### src/rtl/display_pkg.sv
// Shared constants for the display path: mode encodings and default
// channel geometry / scan rate.
package display_pkg;
  localparam logic MODE_DIRECT   = 1'b0;
  localparam logic MODE_SCAN     = 1'b1;
  localparam int   DISP_W        = 4;
  localparam int   DISP_N        = 8;
  localparam int   DISP_PRESCALE = 16;
endpackage

### src/rtl/rr_next.sv
// Round-robin successor: first enabled channel after idx, searching
// idx+1, idx+2, ... with wrap; idx itself is the last candidate.
module rr_next #(
  parameter  int N     = 8,
  localparam int SEL_W = $clog2(N)
) (
  input  logic [SEL_W-1:0] idx,
  input  logic [N-1:0]     en,
  output logic [SEL_W-1:0] nxt,
  output logic             found
);

  logic [SEL_W-1:0] cand;

  // Walk farthest-first so the nearest enabled candidate wins.
  always_comb begin
    nxt   = idx;
    found = 1'b0;
    cand  = '0;
    for (int k = N; k >= 1; k--) begin
      cand = SEL_W'((int'(idx) + k) % N);
      if (en[cand]) begin
        nxt   = cand;
        found = 1'b1;
      end
    end
  end

endmodule

### src/rtl/scan_mux.sv
// Registered N:1 channel selector with DIRECT (S picks) and SCAN
// (prescaled rotation over enabled channels) modes.
module scan_mux
  import display_pkg::*;
#(
  parameter  int W        = DISP_W,
  parameter  int N        = DISP_N,
  parameter  int PRESCALE = DISP_PRESCALE,
  localparam int SEL_W    = $clog2(N)
) (
  input  logic             Clk,
  input  logic             Reset_n,
  input  logic [N*W-1:0]   I,
  input  logic [SEL_W-1:0] S,
  input  logic             Mode,
  input  logic             Hold,
  input  logic [N-1:0]     En_mask,
  output logic [W-1:0]     Y,
  output logic [SEL_W-1:0] Sel_out,
  output logic             Tick
);

  localparam int              PW   = $clog2(PRESCALE) + 1;
  localparam logic [PW-1:0]   TERM = PW'(PRESCALE - 1);

  logic [N-1:0][W-1:0] gated;
  logic [PW-1:0]       pre_q, nxt_pre;
  logic                mode_q;
  logic [SEL_W-1:0]    nxt_sel, rr_idx;
  logic [W-1:0]        nxt_y;
  logic                nxt_tick, rr_found;

  // Masked channels read as zero before selection.
  for (genvar k = 0; k < N; k++) begin : g_lane
    assign gated[k] = En_mask[k] ? I[k*W +: W] : '0;
  end

  // Sel_out doubles as the scan index register.
  rr_next #(.N(N)) u_rr (
    .idx   (Sel_out),
    .en    (En_mask),
    .nxt   (rr_idx),
    .found (rr_found)
  );

  always_comb begin
    nxt_sel  = Sel_out;
    nxt_pre  = '0;
    nxt_tick = 1'b0;
    if (Mode == MODE_DIRECT) begin
      nxt_sel = S;
    end else if (mode_q == MODE_DIRECT) begin
      nxt_sel = (int'(S) < N) ? S : '0;
    end else if (Hold) begin
      nxt_pre = pre_q;
    end else if (pre_q == TERM) begin
      // With no enabled channel the index parks and no tick is raised.
      if (rr_found) begin
        nxt_sel  = rr_idx;
        nxt_tick = 1'b1;
      end
    end else begin
      nxt_pre = pre_q + 1'b1;
    end
  end

  always_comb begin
    nxt_y = '0;
    if (int'(nxt_sel) < N) nxt_y = gated[nxt_sel];
  end

  always_ff @(posedge Clk or negedge Reset_n) begin
    if (!Reset_n) begin
      Y       <= '0;
      Sel_out <= '0;
      Tick    <= 1'b0;
      pre_q   <= '0;
      mode_q  <= MODE_DIRECT;
    end else begin
      Y       <= nxt_y;
      Sel_out <= nxt_sel;
      Tick    <= nxt_tick;
      pre_q   <= nxt_pre;
      mode_q  <= Mode;
    end
  end

endmodule
### config.mk
export PLATFORM = sky130hd
export DESIGN_NAME = scan_mux
export DESIGN_NICKNAME = d
export VERILOG_FILES = /design/src/rtl/display_pkg.sv /design/src/rtl/rr_next.sv /design/src/rtl/scan_mux.sv
export SDC_FILE = /design/constraint.sdc
export NUM_CORES = 1
export LEC_CHECK = 0
export ABC_AREA = 0
export CAP_MARGIN = 25
export CORE_ASPECT_RATIO = 0.5
export CORE_MARGIN = 4
export CORE_UTILIZATION = 31
export CTS_CLUSTER_SIZE = 16
export DETAILED_ROUTE_END_ITERATION = 16
export SLEW_MARGIN = 20
export SYNTH_ARGS = -nofsm -noshare
export SYNTH_HDL_FRONTEND = slang
export SYNTH_SLANG_ARGS = --single-unit
### constraint.sdc
create_clock -name Clk -period 9.8 [get_ports Clk]
set_input_delay 1.96 -clock Clk [delete_from_list [all_inputs] [get_ports Clk]]
set_output_delay 1.96 -clock Clk [all_outputs]
set_load 0.01 [all_outputs]
==> impl_metrics.ini, run 1 <==
[finish]
final_layout_size_suffix_gt1_frac = 0.136
fin_cells = 387
antenna_cells = 0
multiInputGateArea_um2 = 1770
final_common_cell = clkdlybuf4s50_1
register_area_um2 = 350
nNetsFinal = 346
area_growth_pct = 27.2
fill_cells = 670
utilization = 0.421
final_cell_mix = clkdlybuf4s50_1, nand2_1, nand3_1

[floorplanning]
coreArea_um2 = 6910
fp.dieW_um = 130
start_util = 0.331
design.die.area_um2 = 8900
core.rowCount = 21
die_y_um = 68.8
ioPinCount = 55

[clock_tree]
insertion_delay_ns = 0.24
cts-root-buf = clkbuf_16
ctsHoldBuffers = 0
cts.sinks = 14
numCtsBuffers = 3
cts.clk_slew.worst_paths_ns = 0.05
clockBufferDepth = 2
cts_tree = yes
cts_setup_buffers = 0
ctsResizeCount = 0
cts_max_level = 1

[placed_design]
dp_slack_ns = 4.00
port_buffers = 54
dp_hpwl_um = 5820
place_congestion = 0.894
dp_cells = 383

[logic_synthesis]
synth-seq-cells = 14
synthesis.area_um2 = 2290
synth_warnings = 0
async_flop_share = 1.00
synth_ff_type = dfrtp_1
avgSynthCellArea_um2 = 8.87
synth_fp_nets = 308
synthCells = 258
synth_edf_count = 0
seq_area_frac_synth = 0.153
yosys.cell_types.count = 62

[detailed_routing]
remaining_drc_errors = 0
dr.pass1.iters = 4
routed_wl_um = 7680
vias_per_cell = 6.18
drt_iter0_drc = 295
wl_per_cell_um = 19.9
vias = 2393
ant_nets = 0

[power]
switchingPower_mw = 0.134
p_per_area_nw_per_um2 = 119
switching_share = 0.387
p_comb_frac = 0.547
p_int_mw = 0.212
leakage_nw = 1.02
clkPwrFrac = 0.248
peakVddDrop_uv = 69.8
seqPwrFrac = 0.205

[min_path]
hold_path.class = reg2reg
whs_path_depth = 2

[sta]
slew_headroom = 0.371
grt_setup_unrepaired = no
final-setup-viol-count = 0
min_period_ns = 5.58
whs_ns = 0.578
worst_pin_slew_ns = 0.933
worst_slack_ns = 4.22
tns_ns = 0
finalClockSkew_ns = 0.00297
period_share = 0.570
max_freq_ghz = 0.179
hold_viol = 0
drv_slew = 0

[worst_setup_path]
worstSetupEndpointType = flip-flop
cp_num_buf_inv = 2
path_depth = 10
critPathKind = in2reg
cp.required_ns = 9.88
ff2ff_setup_slack_ns = 5.09
cpMaxStageDelayCell = o41ai_4
start_kind = primary input
cp_slowest_stage_delay_ns = 0.87
cp_top_family = compound AO/OA/AOI/OAI gates
crit_fanout = 20
r2r_cells = 11
cp.arrival_ns = 5.67
path_cells = clkdlybuf4s50_1 > mux4_1 > nor2_1 > nand2_4 > o41ai_4 > nand2_1 > o211ai_2 > inv_1 > a311oi_1 > o32ai_1

[global_routing]
grt_max_degree = 21
grt_first_pass_wirelength_um = 12400
grt_overflow = 0
grt_pass1_vias = 2399
grt_usage = 0.177
antenna_found_initial = 0

[job]
drv_cap = 0

[outcome]
status = completed
==> registers in the layout, summed over array words and instances, names as in the netlist <==
name / cells
mode_q: 1
Sel_out: 3
Tick: 1
pre_q: 5
Y: 4
==> per-stage QoR <==
stage                     instance area, um^2  total power, mW
after floorplan                          2290            0.202
after global placement                   2820            0.257
after detailed placement                 2820            0.258
after CTS                                2910            0.346
after global routing                     2910            0.367
final                                    2910            0.345
==> per-layer routing <==
layer / up-vias / part of all wire / GRT usage / wire length (um)
li1: 1116 / - / - / -
met1: 1166 / 0.43 / 0.248 / 3310
met2: 105 / 0.46 / 0.293 / 3570
met3: 6 / 0.099 / 0.0300 / 761
met4: 0 / 0.0053 / 0.0350 / 41
met5: - / 0 / 0 / 0
==> cells in the mapped netlist, drive strengths merged (5+ instances only) <==
cell,n,area share
nand2,27,0.049
nand3,18,0.039
nor3,18,0.044
mux4,16,0.16
nor2,16,0.026
dfrtp,14,0.15
buf,13,0.043
a31oi,12,0.033
clkbuf,10,0.016
inv,9,0.015
mux2i,9,0.050
a21oi,7,0.015
a32oi,6,0.023
nor4,6,0.016
o32ai,6,0.023
o21ai,5,0.016
==> cell families after synthesis <==
logic type / Yosys count / synth area share
compound gates: 75 / 0.282
buf+inv: 32 / 0.0744
xor+xnor: 5 / 0.0224
mux: 28 / 0.227
fa+ha+maj: 3 / 0.0164
simple gates: 101 / 0.225
flops: 14 / 0.153
==> layout make-up <==
type                       instances  area share
multi-input combinational        212       0.607
timing repair buffer              56       0.191
sequential                        14       0.120
tap                               92      0.0395
clock buffer                       4      0.0305
inverter                           9      0.0116
==> power by group through the flow <==
stage / logic [mW] / registers (mW) / clock network [mW]
final: 0.189 / 0.0708 / 0.0855
after global routing: 0.205 / 0.0719 / 0.0898
after CTS: 0.188 / 0.0708 / 0.0874
after detailed placement: 0.187 / 0.0714 / 0
after global placement: 0.185 / 0.0719 / 0
after floorplan: 0.133 / 0.0685 / 0
==> worst reg2reg max path: stages, from the launching register on <==
cell and delay, ns:
dfrtp_1 0.77, inv_1 0.31, ha_1 0.71, mux4_2 0.57, mux2i_1 0.15, a32oi_1 0.26, o41ai_4 0.85, nand2_1 0.14
o211ai_2 0.17, inv_1 0.17, a311oi_1 0.31, o32ai_1 0.14
==> worst paths after layout <==
| path | start | endpoint |
|---|---|---|
| max | En_mask[1] | Y[0] |
| min | pre_q[0] | pre_q[0] |
| max reg2reg | Sel_out[0] | Y[0] |
| min reg2reg | pre_q[0] | pre_q[0] |
| max in group asynchronous | Reset_n | Sel_out[2] |
| min in group asynchronous | Reset_n | pre_q[0] |
(Power assumes the default switching activity.)
==> run 2: changes to the inputs <==
- clock period: 9.8 -> 5.2 ns (I/O delays scaled with it)
==> run 2 against run 1 <==
Against the previous run: cell count increased by 0.26%; register-to-register slack got worse by 3.9 ns; via count is 0.38% higher; sequential power increased by 81%; global-route usage decreased by 0.64 points; routed wire length down 1.5%; final area about the same; critical endpoint unchanged; non-clock buffer count rose by 2; sequential share of layout area hardly changed; sequential cell count is the same.
==> impl_metrics.ini, run 2 (synthesis results as in run 1) <==
[sta]
worst_pin_slew_ns = 0.935
period_share = 0.870
slew_headroom = 0.370
whs_ns = 0.563
min_period_ns = 4.53
drv_slew = 0
final-setup-viol-count = 0
grt_setup_unrepaired = no
max_freq_ghz = 0.221
hold_viol = 0
tns_ns = 0
finalClockSkew_ns = 0.00298

[finish]
final_layout_size_suffix_gt1_frac = 0.139
final_common_cell = clkdlybuf4s50_1
fill_cells = 675
area_growth_pct = 27.3
fin_cells = 388
final_cell_area_um2 = 2910
nNetsFinal = 348
largest-register = pre_q
reg.largest.list = pre_q: 5 flops, Y: 4 flops, Sel_out: 3 flops
antenna_cells = 0
largest_reg_flops = 5
final_cell_mix = clkdlybuf4s50_1, nand2_1, nand3_1

[power]
power_mw = 0.632
leakage_nw = 1.02
p_per_area_nw_per_um2 = 217
peakVddDrop_uv = 132

[placed_design]
dp_hpwl_um = 5790
place_congestion = 0.908
port_buffers = 54
postPlaceCellArea_um2 = 2840
dp_cells = 385

[global_routing]
grt_max_degree = 21
grt_pass1_vias = 2314
antenna_found_initial = 0
grt_first_pass_wirelength_um = 12000
grt_overflow = 0
grt_usage = 0.171

[min_path]
hold_path.class = reg2reg
whs_path_depth = 2

[worst_setup_path]
worstSetupEndpointType = flip-flop
cp.arrival_ns = 4.64
r2r_cells = 10
cp.required_ns = 5.31
start_kind = primary input
critPathKind = in2reg
crit_fanout = 20

[clock_tree]
clockBufferDepth = 2
ctsResizeCount = 0
cts-root-buf = clkbuf_16
cts.clk_slew.worst_paths_ns = 0.04
numCtsBuffers = 3
insertion_delay_ns = 0.24
cts_tree = yes
cts_max_level = 1
cts_setup_buffers = 0
cts.sinks = 14
ctsHoldBuffers = 0

[job]
drv_cap = 0

[floorplanning]
coreArea_um2 = 6910
start_util = 0.331
core.rowCount = 21
design.die.area_um2 = 8900
ioPinCount = 55
fp.dieW_um = 130
die_y_um = 68.8

[detailed_routing]
remaining_drc_errors = 0
vias_per_cell = 6.19
drt_iter0_drc = 262
routed_wl_um = 7570
ant_nets = 0
wl_per_cell_um = 19.5
vias = 2402
dr.pass1.iters = 5

[outcome]
status = completed
-- run 2: area by class of cell --
class | instances | area [um^2] | share of cell area
Inverter | 9 | 33.8 | 0.0116
Multi-Input combinational cell | 212 | 1770 | 0.607
Clock buffer | 3 | 75.1 | 0.0258
Sequential cell | 14 | 350 | 0.120
Timing Repair Buffer | 58 | 571 | 0.196
Tap cell | 92 | 115 | 0.0395
-- run 2: path summary, 6_finish.rpt --
kind                                  from  endpoint  slack, ns
worst min-delay path              pre_q[1]  pre_q[1]       0.56
max in group asynchronous          Reset_n  pre_q[2]       3.53
worst max-delay path            En_mask[1]      Y[0]       0.67
worst min register to register    pre_q[1]  pre_q[1]       0.56
min in group asynchronous          Reset_n    mode_q       1.22
worst max register to register  Sel_out[1]      Y[0]       1.23
-- run 2: worst max-delay path: stages --
cell and delay, ns:
clkdlybuf4s50_1 0.78, mux4_1 0.76, nor2_1 0.27, nand2_4 0.11
o41a_4 0.58, nor3_4 0.37, a31oi_1 0.16, o2111a_1 0.21
o32ai_1 0.35
-- run 2: layer usage --
layer  vias up  wire (um)  global-route usage
met5         -          0                   0
met4         0         39              0.0259
met2       118       3540               0.290
li1       1121          -                   -
met3         4        517              0.0231
met1      1159       3470               0.240
-- run 2: power breakdown --
group	internal (mW)	total, mW	switching [mW]	leakage, nW
clock network	0.100	0.142	0.0419	0.0370
registers	0.118	0.128	0.0100	0.180
logic	0.166	0.362	0.196	0.807
-- run 2: per-stage QoR --
| stage | util | setup WS, ns |
|---|---|---|
| global route | 0.422 | 0.487 |
| finish | 0.422 | 0.675 |
| CTS | 0.422 | 0.728 |
| detailed placement | 0.411 | 0.512 |
| floorplan | - | 1.45 |
| global placement | 0.411 | 0.615 |
==> run 3: changes to the inputs <==
==> constraint.sdc (replaced) <==
create_clock -name Clk -period 5.2 [get_ports Clk]
set_input_delay 1.3 -clock Clk [delete_from_list [all_inputs] [get_ports Clk]]
set_output_delay 1.3 -clock Clk [all_outputs]
set_load 0.01 [all_outputs]
==> run 3 against run 2 <==
Against the previous run: total power up 0.37%; via count down 1.6%; worst setup slack worse by 0.16 ns; final area up 0.77%; sequential power about the same; count of clock-buffer cells in the layout unchanged; register-to-register slack better by 0.04 ns; combinational power about the same; cell count up 0.77%; sequential share of layout area down 0.092 points; die area unchanged; critical endpoint is now Y[3].
==> impl_metrics.ini, run 3 (synthesis results as in run 1) <==
[outcome]
status = completed

[clock_tree]
cts.sinks = 14
cts_max_level = 1
ctsHoldBuffers = 0
cts-root-buf = clkbuf_16
clockBufferDepth = 2
cts_tree = yes
numCtsBuffers = 3
cts_setup_buffers = 0
ctsResizeCount = 0
insertion_delay_ns = 0.25
cts.clk_slew.worst_paths_ns = 0.04

[power]
switchingPower_mw = 0.248
switching_share = 0.391
seqPwrFrac = 0.201
p_comb_frac = 0.572
leakage_nw = 1.04
p_per_area_nw_per_um2 = 216
peakVddDrop_uv = 123
p_int_mw = 0.386
clkPwrFrac = 0.227

[sta]
drv_slew = 0
min_period_ns = 4.69
final-setup-viol-count = 0
slew_headroom = 0.469
worst_pin_slew_ns = 0.797
max_freq_ghz = 0.213
tns_ns = 0
finalClockSkew_ns = 0.00604
whs_ns = 0.579
hold_viol = 0
grt_setup_unrepaired = no
period_share = 0.901

[finish]
final_common_cell = clkdlybuf4s50_1
final_cell_area_um2 = 2940
antenna_cells = 0
final_cell_mix = clkdlybuf4s50_1, nand2_1, nand3_1
largest-register = pre_q
reg.largest.list = pre_q: 5 flops, Y: 4 flops, Sel_out: 3 flops
largest_reg_flops = 5
area_growth_pct = 28.3
utilization = 0.425
final_layout_size_suffix_gt1_frac = 0.147
fill_cells = 672
nNetsFinal = 351

[global_routing]
antenna_found_initial = 0
grt_usage = 0.170
grt_max_degree = 21
grt_overflow = 0
grt_first_pass_wirelength_um = 12000
grt_pass1_vias = 2395

[detailed_routing]
wl_per_cell_um = 18.9
remaining_drc_errors = 0
routed_wl_um = 7380
vias_per_cell = 6.05
vias = 2364
dr.pass1.iters = 4
drt_iter0_drc = 204
ant_nets = 0

[worst_setup_path]
cp_top_family = compound AO/OA/AOI/OAI gates
cp_slowest_stage_delay_ns = 0.76
ff2ff_setup_slack_ns = 1.27
crit_fanout = 16
crit_start = En_mask[2]
reg2reg_from = Sel_out[1]
r2r_end = Y[3]
r2r_cells = 10
cp.required_ns = 5.32
cp.arrival_ns = 4.80
cpMaxStageDelayCell = mux4_1
path_cells = clkdlybuf4s50_1 > mux4_1 > nor2_1 > nand2_4 > o41a_4 > nor3_4 > a31oi_1 > o2111a_1 > o32ai_1
critPathKind = in2reg
worstSetupEndpointType = flip-flop
start_kind = primary input
cp_num_buf_inv = 1

[placed_design]
port_buffers = 54
postPlaceCellArea_um2 = 2860
dp_hpwl_um = 5740
place_congestion = 0.920

[floorplanning]
start_util = 0.331
coreArea_um2 = 6910
fp.dieW_um = 130
core.rowCount = 21
ioPinCount = 55
die_y_um = 68.8
design.die.area_um2 = 8900

[min_path]
whs_path_depth = 2
hold_path.class = reg2reg
min_to = pre_q[0]
min_from = pre_q[0]

[job]
drv_cap = 0
run 3: cell count changes in the layout (fill, tap and decap cells not counted):
cell,previous run,this run
buf_4,4,7
run 3: per-stage QoR:
step / instances / power, mW / worst slack [ns]
finish: 391 / 0.634 / 0.512
global route: 391 / 0.677 / 0.325
CTS: 391 / 0.637 / 0.573
detailed placement: 388 / 0.489 / 0.353
global placement: 388 / 0.485 / 0.364
floorplan: 258 / 0.380 / 1.43
run 3: layout make-up:
| cell class | count | area [um^2] | share of cell area |
|---|---|---|---|
| Tap cell | 92 | 115 | 0.0392 |
| Inverter | 9 | 33.8 | 0.0115 |
| Timing Repair Buffer | 61 | 593 | 0.202 |
| Clock buffer | 3 | 75.1 | 0.0256 |
| Multi-Input combinational cell | 212 | 1770 | 0.602 |
| Sequential cell | 14 | 350 | 0.119 |
run 3: power groups by stage:
stage	sequential, mW	combinational [mW]	clock (mW)
6_report	0.127	0.363	0.144
5_1_grt	0.129	0.394	0.154
4_1_cts	0.127	0.363	0.147
3_5_place_dp	0.128	0.361	0
3_3_place_gp	0.129	0.356	0
2_1_floorplan	0.129	0.251	0
run 3: worst register-to-register path, cell delays in order (launching register included):
cell and delay [ns]:
dfrtp_1 0.37, inv_1 0.14, ha_1 0.67, mux4_2 0.58
mux2i_1 0.18, a32oi_1 0.26, o41a_4 0.56, nor3_4 0.38
a31oi_1 0.13, o2111a_1 0.19, o32ai_1 0.34
run 3: worst max path at each step:
stage | endpoint | slack (ns) | cells after the start
2_1_floorplan | Y[0] | 1.43 | 10
3_3_place_gp | Y[0] | 0.36 | 9
3_5_place_dp | Y[3] | 0.35 | 9
4_1_cts | Y[3] | 0.57 | 9
5_1_grt | Y[0] | 0.32 | 9
6_report | Y[3] | 0.51 | 9
run 3: per-layer routing:
metal / vias up / part of all wire / routed length (um) / GRT usage
li1: 1127 / - / - / -
met1: 1141 / 0.45 / 3310 / 0.230
met2: 82 / 0.46 / 3380 / 0.280
met3: 14 / 0.077 / 571 / 0.0346
met4: 0 / 0.015 / 109 / 0.0505
met5: - / 0 / 0 / 0
